File: src/rtl/aes_disp_pkg.sv
// Shared types and constants for the ciphertext/tag result pager.
package aes_disp_pkg;

    localparam int PAGE_COUNT = 16;
    localparam int WORD_W     = 16;
    localparam int BLOCK_W    = 128;
    localparam int PAGE_W     = $clog2(PAGE_COUNT);
    localparam int SEL_W      = $clog2(2 * BLOCK_W);
    localparam int WORD_SHIFT = $clog2(WORD_W);

    typedef enum logic {
        EMPTY = 1'b0,
        SHOW  = 1'b1
    } pager_state_t;

    // Blocks keep the external [0:127] numbering: bit 0 is the MSB.
    typedef logic [0:BLOCK_W-1] block_t;
    typedef logic [WORD_W-1:0]  word_t;
    typedef logic [PAGE_W-1:0]  page_t;

    // Pages 0..7 walk the cipher block, pages 8..15 walk the tag block,
    // so the pair is treated as one 256-bit string cut into 16-bit words.
    function automatic word_t select_word(input block_t cipher,
                                          input block_t tag,
                                          input page_t  page);
        logic [0:2*BLOCK_W-1] both;
        logic [SEL_W-1:0]     base;
        both = {cipher, tag};
        base = {page, {WORD_SHIFT{1'b0}}};
        return both[base +: WORD_W];
    endfunction

endpackage

File: src/rtl/button_debounce.sv
// Two-flop synchronizer followed by a counting debouncer for a raw push-button.
module button_debounce #(
    parameter logic [19:0] DEBOUNCE_CYCLES = 20'd1_000_000
) (
    input  logic clk,
    input  logic i_reset,
    input  logic i_raw,
    output logic o_level,
    output logic o_rise
);

    // The counter only needs to reach DEBOUNCE_CYCLES-1; the sample that
    // would make it DEBOUNCE_CYCLES flips the level instead.
    localparam int CNT_W = (DEBOUNCE_CYCLES > 20'd1) ? $clog2(DEBOUNCE_CYCLES) : 1;
    localparam logic [CNT_W-1:0] CNT_LAST = CNT_W'(DEBOUNCE_CYCLES - 20'd1);

    logic             r_sync1;
    logic             r_sync2;
    logic             r_level;
    logic [CNT_W-1:0] r_count;
    logic             w_differs;
    logic             w_settled;

    assign w_differs = (r_sync2 != r_level);
    assign w_settled = w_differs && (r_count == CNT_LAST);

    // Bring the asynchronous button into the clock domain.
    always_ff @(posedge clk or posedge i_reset) begin
        if (i_reset) begin
            r_sync1 <= 1'b0;
            r_sync2 <= 1'b0;
        end else begin
            // NOTE: non-blocking so r_sync2 takes the old r_sync1; a blocking
            // assignment here would collapse the two stages into one flop.
            r_sync1 <= i_raw;
            r_sync2 <= r_sync1;
        end
    end

    // Count consecutive samples that disagree with the accepted level; any
    // agreeing sample breaks the run and restarts the count.
    always_ff @(posedge clk or posedge i_reset) begin
        if (i_reset) begin
            r_level <= 1'b0;
            r_count <= '0;
        end else if (!w_differs) begin
            r_count <= '0;
        end else if (w_settled) begin
            r_level <= r_sync2;
            r_count <= '0;
        end else begin
            r_count <= r_count + 1'b1;
        end
    end

    assign o_level = r_level;
    // Rise is flagged on the same edge that accepts the new high level, so
    // a consumer acts on that edge rather than one cycle later.
    assign o_rise  = w_settled & r_sync2;

endmodule

File: src/rtl/result_pager.sv
// Captures a ciphertext/tag pair and pages through it 16 bits at a time.
module result_pager
    import aes_disp_pkg::*;
#(
    parameter logic [19:0] DEBOUNCE_CYCLES = 20'd1_000_000
) (
    input  logic               clk,
    input  logic               i_reset,
    input  logic [0:BLOCK_W-1] i_cipher_text,
    input  logic [0:BLOCK_W-1] i_tag,
    input  logic               i_tag_ready,
    input  logic               i_btn_next,
    output logic [WORD_W-1:0]  o_data,
    output logic [PAGE_W-1:0]  o_page,
    output logic               o_valid,
    output logic               o_refresh
);

    pager_state_t r_state;
    pager_state_t w_state_next;

    logic   r_tag_ready_d;
    logic   r_armed;
    block_t r_cipher;
    block_t r_tag;
    page_t  r_page;
    word_t  r_data;
    logic   r_valid;
    logic   r_refresh;

    logic   w_btn_level;
    logic   w_btn_rise;
    logic   w_capture;
    logic   w_advance;
    logic   w_load;
    page_t  w_page_inc;
    page_t  w_page_next;
    word_t  w_data_next;
    logic   w_refresh_next;

    button_debounce #(
        .DEBOUNCE_CYCLES(DEBOUNCE_CYCLES)
    ) u_btn (
        .clk     (clk),
        .i_reset (i_reset),
        .i_raw   (i_btn_next),
        .o_level (w_btn_level),
        .o_rise  (w_btn_rise)
    );

    // A press counts only while the accepted level is still low, so a held
    // or released button can never re-trigger an advance.
    assign w_advance  = w_btn_rise & ~w_btn_level;

    // A new result is a low-to-high edge of i_tag_ready. r_armed blocks a
    // level that was already high when reset released from looking like an
    // edge: it must be seen low first.
    assign w_capture  = i_tag_ready & ~r_tag_ready_d & r_armed;
    assign w_page_inc = r_page + 1'b1;

    // Remember the previous i_tag_ready and whether it has been low since reset.
    always_ff @(posedge clk or posedge i_reset) begin
        if (i_reset) begin
            r_tag_ready_d <= 1'b0;
            r_armed       <= 1'b0;
        end else begin
            r_tag_ready_d <= i_tag_ready;
            if (!i_tag_ready) begin
                r_armed <= 1'b1;
            end
        end
    end

    // Latch both blocks only on a capture edge; later input changes are ignored.
    always_ff @(posedge clk or posedge i_reset) begin
        if (i_reset) begin
            // NOTE: these wide blocks are ordinary flops, not a RAM array, so
            // they can and do take the asynchronous reset to all zeros.
            r_cipher <= '0;
            r_tag    <= '0;
        end else if (w_load) begin
            r_cipher <= i_cipher_text;
            r_tag    <= i_tag;
        end
    end

    // Next state, page and display word; capture outranks a same-edge press.
    always_comb begin
        // NOTE: every output gets its hold value first so no path leaves a
        // signal unassigned, which would otherwise infer a latch.
        w_state_next   = r_state;
        w_page_next    = r_page;
        w_data_next    = r_data;
        w_refresh_next = 1'b0;
        w_load         = 1'b0;

        if (w_capture) begin
            w_state_next   = SHOW;
            w_load         = 1'b1;
            w_page_next    = '0;
            w_data_next    = i_cipher_text[0:WORD_W-1];
            w_refresh_next = 1'b1;
        end else begin
            case (r_state)
                SHOW: begin
                    if (w_advance) begin
                        w_page_next    = w_page_inc;
                        w_data_next    = select_word(r_cipher, r_tag, w_page_inc);
                        w_refresh_next = 1'b1;
                    end
                end
                default: begin
                    // EMPTY: presses are ignored until the first capture.
                    w_state_next = EMPTY;
                end
            endcase
        end
    end

    // State register and registered outputs.
    always_ff @(posedge clk or posedge i_reset) begin
        if (i_reset) begin
            r_state   <= EMPTY;
            r_page    <= '0;
            r_data    <= '0;
            r_valid   <= 1'b0;
            r_refresh <= 1'b0;
        end else begin
            r_state   <= w_state_next;
            r_page    <= w_page_next;
            r_data    <= w_data_next;
            r_valid   <= (w_state_next == SHOW);
            r_refresh <= w_refresh_next;
        end
    end

    assign o_data    = r_data;
    assign o_page    = r_page;
    assign o_valid   = r_valid;
    assign o_refresh = r_refresh;

endmodule

File: config.mk
export PLATFORM = sky130hd
export DESIGN_NAME = result_pager
export DESIGN_NICKNAME = d
export VERILOG_FILES = /design/src/rtl/aes_disp_pkg.sv /design/src/rtl/button_debounce.sv /design/src/rtl/result_pager.sv
export SDC_FILE = /design/constraint.sdc
export NUM_CORES = 1
export LEC_CHECK = 0
export ABC_AREA = 1
export CAP_MARGIN = 10
export CORE_ASPECT_RATIO = 1.25
export CORE_MARGIN = 5
export CORE_UTILIZATION = 48
export DETAILED_ROUTE_END_ITERATION = 8
export GPL_TIMING_DRIVEN = 1
export PLACE_DENSITY = 0.88
export SYNTH_ARGS = -nofsm -noshare
export SYNTH_HDL_FRONTEND = slang
export SYNTH_HIERARCHICAL = 1
export SYNTH_SLANG_ARGS = --single-unit
File: constraint.sdc
create_clock -name clk -period 9.8 [get_ports clk]
set_input_delay 1.96 -clock clk [delete_from_list [all_inputs] [get_ports clk]]
set_output_delay 1.96 -clock clk [all_outputs]
set_load 0.05 [all_outputs]
==> summary.md, run 1 <==
### Min path
* hold path startpoint: u_btn/r_sync1
* hold endpoint: u_btn/r_sync2
* cell depth of the worst hold path: 0
* path class of the lowest-slack min-delay path: flip-flop to flip-flop

### Timing
* Finish-stage setup viols: 0
* final period utilization: 44.6%
* relative slew slack: 20.0%
* setup TNS after final layout: 0 ps
* Setup Skew: 19.4 ps
* final critical delay including setup and external delays: 4370 ps
* minimum hold slack: 352 ps
* max-slew violation count: 0
* maximum clock frequency: 0.229 GHz
* final count of hold timing violations: 0
* Least-Margin Pin Slew: 1200 ps
* setup repair after global routing missed its margin: false

### Clock network
* clock-pin slew on the worst setup and hold paths: 60 ps
* buffers inserted by post-CTS timing repair: 0
* H-Tree Level Count: 1
* hold-fix buffer count after cts: 0
* CTS tree: yes
* total CTS buffers: 31
* cell chosen for the clock root: sky130_fd_sc_hd__clkbuf_16
* post-cts resize count: 0
* clock latency reported for the late side of the worst-skew pair: 550 ps
* Num Clock Sinks: 303
* largest buffer count on any clock path: 3

### Critical path
* Top Family by Delay on Critical Path: buffers and inverters
* arrival time of the worst setup path: 2410 ps
* Crit path largest cell delay: 950 ps
* required time at the endpoint of the critical path: 7840 ps
* Crit path buffers/inverters: 1
* Worst R2R Path Depth: 9
* cells along the critical path: clkdlybuf4s50_1
* critical path launch point type: flip-flop
* start-to-end type of the worst setup path: flip-flop to output pin
* type of destination of the critical path: output pin
* startpoint of the worst register-to-register path: o_page[0]
* highest fanout seen on the critical path: 73
* reg-to-reg setup timing slack: 5670 ps
* Slowest cell on crit path: sky130_fd_sc_hd__clkdlybuf4s50_1
* worst r2r dst: o_data[6]

### Logic synthesis
* synthesized-area fraction occupied by and/or/nand/nor cells: 26.8%
* primary flip-flop cell chosen by synthesis mapping: sky130_fd_sc_hd__dfrtp_1
* Synthesized Nets: 2,180
* xor and xnor fraction of the mapped netlist area: 1.05%
* average footprint of a synthesized cell: 7.68 um^2
* main combinational cell family by area after synthesis: simple AND/OR/NAND/NOR gates
* synthesized flop and latch total: 303
* post-synthesis sequential area ratio: 51.5%
* count of flip-flops with a built-in enable after synthesis: 0
* Netlist Area Pre-Place: 14,700 um^2
* post-synthesis compound-gate area fraction: 10.4%
* post-synth cell types: 33
* post-synthesis mux area share: 0%
* Synthesis Warnings: 6
* adder-cell area share of the yosys netlist: 0.170%
* Mapped Cells: 1,918
* proportion of register bits with asynchronous set or reset after synthesis: 100%

### Job
* total of max-cap violations: 0

### Cells and area
* post-layout net count: 2,387
* most common cell after layout, fill and taps aside: sky130_fd_sc_hd__nand2_1
* highest-count cells in the layout ignoring fill and taps: 643 x sky130_fd_sc_hd__nand2_1, 302 x sky130_fd_sc_hd__dfrtp_1, 281 x sky130_fd_sc_hd__clkdlybuf4s50_1
* Post-Layout Cell Count: 2,552
* area overhead of the layout relative to synthesis: 26.4%
* ratio of cells with drive above 1 in the final layout: 4.56%

### Floorplanning
* die area: 34,300 um^2
* Row Count: 71
* Die Wd: 167 um
* chip height: 206 um
* initial cell density of the core: 48.7%
* Boundary Pins: 282
* area of the placeable core: 30,200 um^2

### Drt
* number of antenna-violating nets in the routed design: 0
* Remaining DRCs: 0
* detailed-route wire length: 44.6 mm
* detailed-route vias per instance: 5.26
* number of detailed-route iterations in the first pass: 6
* vias after detailed routing: 13,413
* DR iter-0 viols: 1,492
* average wire per cell in the routed design: 17.5 um

### GRT
* Global Route met1 Usage: 31.8%
* vias in the first global route: 13,087
* pin count of the biggest net entering global routing: 289
* GRT overflow: 0
* met2 Track Usage GR: 44.2%
* global router's overall resource usage: 25.4%
* met3 Resource Use GR: 3.09%
* antenna violations before repair: 3
* global-route wire length before repair: 70.0 mm
* most crowded layer after global routing: met2

### Placed design
* total instance count after detailed placement: 2,493
* total of buffers placed on input and output ports: 281
* post-detailed-placement half-perimeter wirelength: 31.2 mm
* global placement routability congestion: 0.888

### Power and ir drop
* Worst IR Drop VDD: 0.115 mV
* cell leakage power: 8.86 nW
* total power per unit cell area: 171 nW/um^2

### Status
* status: complete, no violations

[cell usage after synthesis (4+ instances only)]
cell | number | area share, %
sky130_fd_sc_hd__o21ai_1 | 88 | 3.0
sky130_fd_sc_hd__nand2_2 | 6 | 0.25
sky130_fd_sc_hd__inv_1 | 235 | 6.0
sky130_fd_sc_hd__nand2_1 | 644 | 16
sky130_fd_sc_hd__nor3_1 | 4 | 0.14
sky130_fd_sc_hd__inv_2 | 5 | 0.13
sky130_fd_sc_hd__buf_2 | 63 | 2.1
sky130_fd_sc_hd__nor2_2 | 4 | 0.17
sky130_fd_sc_hd__o211ai_1 | 19 | 0.97
sky130_fd_sc_hd__xor2_1 | 7 | 0.42
sky130_fd_sc_hd__clkbuf_1 | 27 | 0.69
sky130_fd_sc_hd__a21oi_1 | 30 | 1.0
sky130_fd_sc_hd__buf_6 | 7 | 0.54
sky130_fd_sc_hd__o21ai_0 | 155 | 5.3
sky130_fd_sc_hd__nor2_1 | 97 | 2.5
sky130_fd_sc_hd__nand4_1 | 6 | 0.25
sky130_fd_sc_hd__nand3_1 | 173 | 5.9
sky130_fd_sc_hd__clkbuf_2 | 9 | 0.31
sky130_fd_sc_hd__nand3_2 | 14 | 0.95
sky130_fd_sc_hd__dfrtp_1 | 303 | 52
[metal layers]
| layer | vias to the layer above | share of wire, % |
|---|---|---|
| met3 | 119 | 6.3 |
| li1 | 6400 | - |
| met4 | 0 | 5.0 |
| met1 | 6292 | 39 |
| met5 | - | 0 |
| met2 | 602 | 50 |
[state kept, by name (all words and copies together) (netlist names)]
| signal | flops |
|---|---|
| u_btn/r_sync1 | 1 |
| o_valid | 1 |
| r_tag_ready_d | 1 |
| o_refresh | 1 |
| u_btn/r_count | 20 |
| o_page | 4 |
| o_data | 16 |
| r_tag | 128 |
| u_btn/r_sync2 | 1 |
| r_cipher | 128 |
| u_btn/o_level | 1 |
| r_armed | 1 |
[logic make-up after synthesis]
| family | after synthesis |
|---|---|
| AND/OR/NAND/NOR | 952 |
| buffers and inverters | 354 |
| XOR/XNOR | 13 |
| flip-flops | 303 |
| AO/OA/AOI/OAI | 294 |
| adder cells (fa/ha/maj) | 2 |
[how the worst max path moves through the flow]
| stage | from | to | slack (ps) | depth (start not counted) |
|---|---|---|---|---|
| 2_1_floorplan | i_reset | o_data[0] | 120 | 1 |
| 3_3_place_gp | i_tag_ready | r_tag[106] | 5200 | 8 |
| 3_5_place_dp | i_tag_ready | r_tag[68] | 5090 | 7 |
| 4_1_cts | o_page[0] | o_page[0] | 5400 | 1 |
| 5_1_grt | i_tag_ready | r_tag[106] | 5310 | 8 |
| 6_report | o_page[0] | o_page[0] | 5430 | 1 |
[area by class of cell]
type | count | area (um^2)
Clock buffer | 45 | 908
Timing Repair Buffer | 287 | 2880
Multi-Input combinational cell | 1261 | 5690
Sequential cell | 303 | 7590
Clock inverter | 11 | 110
Antenna cell | 3 | 7.51
Inverter | 241 | 921
Fill cell | 2506 | 11600
Tap cell | 401 | 502
[where the power goes]
group	internal [mW]	switching [mW]
Sequential	1.40	0.0651
Clock	0.691	0.493
Combinational	0.217	0.303
Total	2.31	0.861
[stage by stage]
step / util (%) / power [mW] / setup WS [ps] / area (um^2)
2_1_floorplan: - / 1.77 / 118 / 14700
3_3_place_gp: 58.2 / 1.99 / 5200 / 17600
3_5_place_dp: 58.2 / 2.01 / 5090 / 17600
4_1_cts: 61.6 / 3.19 / 5400 / 18600
5_1_grt: 61.6 / 3.32 / 5310 / 18600
6_report: 61.6 / 3.17 / 5430 / 18600
(Power assumes the default switching activity.)
==> run 2, diff against run 1 <==
==> constraint.sdc (replaced) <==
create_clock -name clk -period 3.55 [get_ports clk]
set_input_delay 0.71 -clock clk [delete_from_list [all_inputs] [get_ports clk]]
set_output_delay 0.71 -clock clk [all_outputs]
set_load 0.05 [all_outputs]
==> run 2 against run 1 <==
Effect of this change:
- combinational power grew to 2.8 times the previous value
- critical path depth is the same
- wire length is 1.2% higher
- non-clock buffer count grew 19
==> summary.md, run 2 (synthesized netlist as in run 1, its figures left out) <==
### Status
* status: complete, no violations

### Floorplanning
* die area: 34,300 um^2, unchanged
* area of the placeable core: 30,200 um^2, unchanged
* initial cell density of the core: 48.7%, unchanged
* Die Wd: 167 um, unchanged
* chip height: 206 um, unchanged
* Boundary Pins: 282, unchanged
* Row Count: 71, unchanged

### Critical path
* cells along the critical path: clkdlybuf4s50_1
* startpoint of the worst register-to-register path: u_btn/r_count[1]
* Slowest cell on crit path: sky130_fd_sc_hd__clkdlybuf4s50_1
* highest fanout seen on the critical path: 34, -53%
* Crit path buffers/inverters: 1, unchanged
* critical path launch point type: flip-flop
* worst r2r dst: o_data[10]
* required time at the endpoint of the critical path: 2840 ps, -5000 ps
* type of destination of the critical path: output pin
* reg-to-reg setup timing slack: 760 ps, -4910 ps
* Top Family by Delay on Critical Path: buffers and inverters
* first element of the critical path: o_page[0]
* arrival time of the worst setup path: 2160 ps, -250 ps
* start-to-end type of the worst setup path: flip-flop to output pin
* Crit path largest cell delay: 910 ps, -40 ps
* Worst R2R Path Depth: 10, +1

### Drt
* detailed-route vias per instance: 5.26, about the same
* average wire per cell in the routed design: 17.6 um, +0.46%
* detailed-route wire length: 45.1 mm, +1.2%
* vias after detailed routing: 13,512, +0.74%
* number of antenna-violating nets in the routed design: 0, unchanged
* number of detailed-route iterations in the first pass: 6, unchanged
* Remaining DRCs: 0, unchanged
* DR iter-0 viols: 1,468, -1.6%

### Clock network
* clock-pin slew on the worst setup and hold paths: 60 ps, about the same
* hold-fix buffer count after cts: 0, unchanged
* Num Clock Sinks: 303, unchanged
* CTS tree: yes
* largest buffer count on any clock path: 3, unchanged
* cell chosen for the clock root: sky130_fd_sc_hd__clkbuf_16
* buffers inserted by post-CTS timing repair: 0, unchanged
* total CTS buffers: 30, -3.2%
* post-cts resize count: 0, unchanged
* clock latency reported for the late side of the worst-skew pair: 560 ps, about the same
* H-Tree Level Count: 1, unchanged

### Timing
* Least-Margin Pin Slew: 913 ps, -287 ps
* Setup WS post-layout: 684 ps, -4740 ps
* maximum clock frequency: 0.349 GHz
* setup TNS after final layout: 0 ps, unchanged
* relative slew slack: 39.1%, +19 points
* final period utilization: 80.7%
* Setup Skew: 10.2 ps, -9.18 ps
* final count of hold timing violations: 0, unchanged
* final critical delay including setup and external delays: 2870 ps
* setup repair after global routing missed its margin: false
* Finish-stage setup viols: 0, unchanged
* max-slew violation count: 0, unchanged

### GRT
* pin count of the biggest net entering global routing: 133, -54%
* global router's overall resource usage: 25.8%, +0.45 points
* global-route wire length before repair: 71.6 mm, +2.2%
* antenna violations before repair: 4, +1
* vias in the first global route: 13,673, +4.5%
* GRT overflow: 0, unchanged

### Power and ir drop
* cell leakage power: 8.96 nW, +1.1%
* Worst IR Drop VDD: 0.316 mV, +170%
* total power per unit cell area: 466 nW/um^2, +170%

### Cells and area
* ratio of cells with drive above 1 in the final layout: 5.08%, +0.52 points
* Post-Layout Cell Count: 2,570, +0.71%
* highest-count cells in the layout ignoring fill and taps: 643 x sky130_fd_sc_hd__nand2_1, 302 x sky130_fd_sc_hd__dfrtp_1, 281 x sky130_fd_sc_hd__clkdlybuf4s50_1
* most common cell after layout, fill and taps aside: sky130_fd_sc_hd__nand2_1
* post-layout net count: 2,405, +0.75%
* total non-filler cell area in the finished layout: 18,800 um^2, +1.1%
* largest registers: r_cipher: 128 flops, r_tag: 128 flops, u_btn/r_count: 20 flops
* area overhead of the layout relative to synthesis: 27.8%

### Min path
* cell depth of the worst hold path: 0, unchanged
* hold path startpoint: u_btn/r_sync1
* path class of the lowest-slack min-delay path: flip-flop to flip-flop
* hold endpoint: u_btn/r_sync2

### Placed design
* total instance count after detailed placement: 2,512, +0.76%
* global placement routability congestion: 0.952, +7.2%
* total of buffers placed on input and output ports: 281, unchanged
* post-detailed-placement half-perimeter wirelength: 32.4 mm, +3.7%
* Placement Cell Area: 17,800 um^2, +1.4%
* Post-Place Setup Slack: 732 ps, -4360 ps

### Job
* total of max-cap violations: 0, unchanged

==> run 2: cell count changes in the layout (fill, tap and decap cells not counted), sizes merged <==
| cell | change |
|---|---|
| buf | +19 |
| bufinv | +1 |
| inv | -1 |
| diode | +2 |
| clkinv | -3 |
==> run 2: where the power goes <==
part | switching [mW] | total (mW) | internal [mW]
Sequential | 0.177 | 4.05 | 3.87
Combinational | 0.854 | 1.47 | 0.616
Clock | 1.35 | 3.24 | 1.89
Total | 2.38 | 8.76 | 6.38
==> run 2: metal layers <==
metal / share of wire (%) / GRT usage [%] / vias up
met5: 0 / 0 / -
met4: 5.7 / 13.4 / 0
met3: 6.1 / 3.38 / 137
met2: 50 / 44.7 / 604
met1: 39 / 31.8 / 6341
li1: - / - / 6430
==> run 2: final cells by class <==
class	count	area, um^2
repair buffers	306	3130
flip-flops and latches	303	7590
fillers	2532	11400
inverters	241	917
multi-input cells	1261	5690
clock inverters	8	118
well taps	401	502
clock buffers	45	868
diodes	5	12.5
==> run 2: worst max path at each step <==
stage,to,slack [ps],depth (start not counted)
after CTS,o_page[0],680,1
after detailed placement,o_data[11],730,8
after global placement,o_data[11],770,8
after floorplan,o_data[0],-870,1
after global routing,o_data[5],360,10
final,o_page[0],680,1
==> run 2: stage by stage <==
stage | power [mW] | hold WS (ps) | utilization [%]
finish | 8.76 | 353 | 62.3
global route | 9.14 | 372 | 62.3
CTS | 8.78 | 353 | 62.3
detailed placement | 5.56 | 340 | 59.0
global placement | 5.50 | 335 | 59.0
floorplan | 4.89 | 331 | -
==> edit, RTL diff (settings of run 1) <==
Add an input register stage for `i_btn_next`; this delays it by one clock. The other inputs are not delayed to match.
--- a/src/rtl/result_pager.sv
+++ b/src/rtl/result_pager.sv
@@ -15,6 +15,12 @@
     output logic               o_valid,
     output logic               o_refresh
 );
+
+    logic i_btn_next_q;
+
+    always_ff @(posedge clk) begin
+        i_btn_next_q <= i_btn_next;
+    end
 
     pager_state_t r_state;
     pager_state_t w_state_next;
@@ -43,7 +49,7 @@
     ) u_btn (
         .clk     (clk),
         .i_reset (i_reset),
-        .i_raw   (i_btn_next),
+        .i_raw   (i_btn_next_q),
         .o_level (w_btn_level),
         .o_rise  (w_btn_rise)
     );
Check against the original RTL: same outputs for any inputs over 10 cycles, from zero or initial values and one cycle with i_reset high; that may be too few to reach the edited logic, so the function may still have changed.
==> edit against run 1 <==
Non-clock buffer count rose by 2; synthesized area fell by 1.0%; synthesized cell count fell by 0.47%; final area fell by 0.16%; routed wire length fell by 1.6%; setup slack got worse by 120 ps; clock skew fell by 4.7 ps; sequential cell count rose by 1; first-iteration DRC count fell by 7.3%; total power barely moved; largest power group unchanged.
==> edit: results (changes against run 1) <==
[synth]
synth-xor-area-share_pct=0.936  ; -0.12 points
synth_fp_nets=2171  ; -0.41%
synth-seq-area-share_pct=52.2  ; +0.66 points
synth_fa_ha_area_share_pct=0.172  ; +0.0017 points
synth_compound_area_share_pct=10.7  ; +0.32 points

[grt]
use_met3_pct=4.19  ; +1.1 points
grt_max_degree=324  ; +12%
grt_use_met1_pct=30.7  ; -1.2 points
grtUsageTotal_pct=25.0  ; -0.34 points

[critical_path]
cp-endpoint=o_data[12]
slowest_stage=buf_4
timing.critical_path.from=i_tag_ready
crit_path_max_fanout=101  ; +38%
arrival_ps=4970  ; +2560 ps

[hold_path]
hold_start=i_btn_next_q
holdPathEnd=u_btn/r_sync1

[cells_and_area]
layout-drive-gt1-share_pct=4.44  ; -0.13 points

[place]
place_hpwl_mm=30.2  ; -3.2%
pre_cts_ws_ps=4830  ; -259 ps
place_area_um2=17500  ; -0.33%
gp_congestion=0.882  ; -0.73%

[timing]
fin_worst_skew_ps=14.7  ; -4.67 ps
hold_ws_ps=328  ; -23.6 ps
max_slew_margin_pct=14.2  ; -5.8 points
layout_setup_ws_ps=5300  ; -120 ps

[detailed_routing]
finalWirelength_mm=43.9  ; -1.6%
via_per_inst=5.25  ; -0.12%
dr_wl_met3_mm=2.66  ; -5.5%
first_iter_violations=1383  ; -7.3%
wl_met2_mm=21.7  ; -2.7%

[run_status]
status=complete, no violations

==> edit: stage by stage <==
step,utilization (%),instances,total power (W)
after global routing,61.9,2544,0.00332
after CTS,61.9,2542,0.00319
after detailed placement,58.4,2485,0.00197
after global placement,58.4,2485,0.00195
final,61.9,2544,0.00318
after floorplan,-,1909,0.00176
==> edit: worst max-delay path: cells and delay by family <==
family / cells / cell delay (ps)
AO/OA/AOI/OAI: 2 / 400
buffers and inverters: 4 / 1350
AND/OR/NAND/NOR: 3 / 1140
==> edit: layout make-up <==
type	instances	area [um2]	share of cell area [%]
clock inverters	19	206	1.11
inverters	230	880	4.73
repair buffers	289	2900	15.6
multi-input cells	1261	5640	30.3
flip-flops and latches	304	7610	40.9
diodes	2	5.00	0.0269
well taps	401	502	2.70
clock buffers	38	842	4.53
==> edit: report_power, final <==
group	total [W]	internal, W	switching (W)
clock	0.00122	0.000695	0.000521
sequential	0.00147	0.00141	0.0000626
combinational	0.000490	0.000209	0.000281
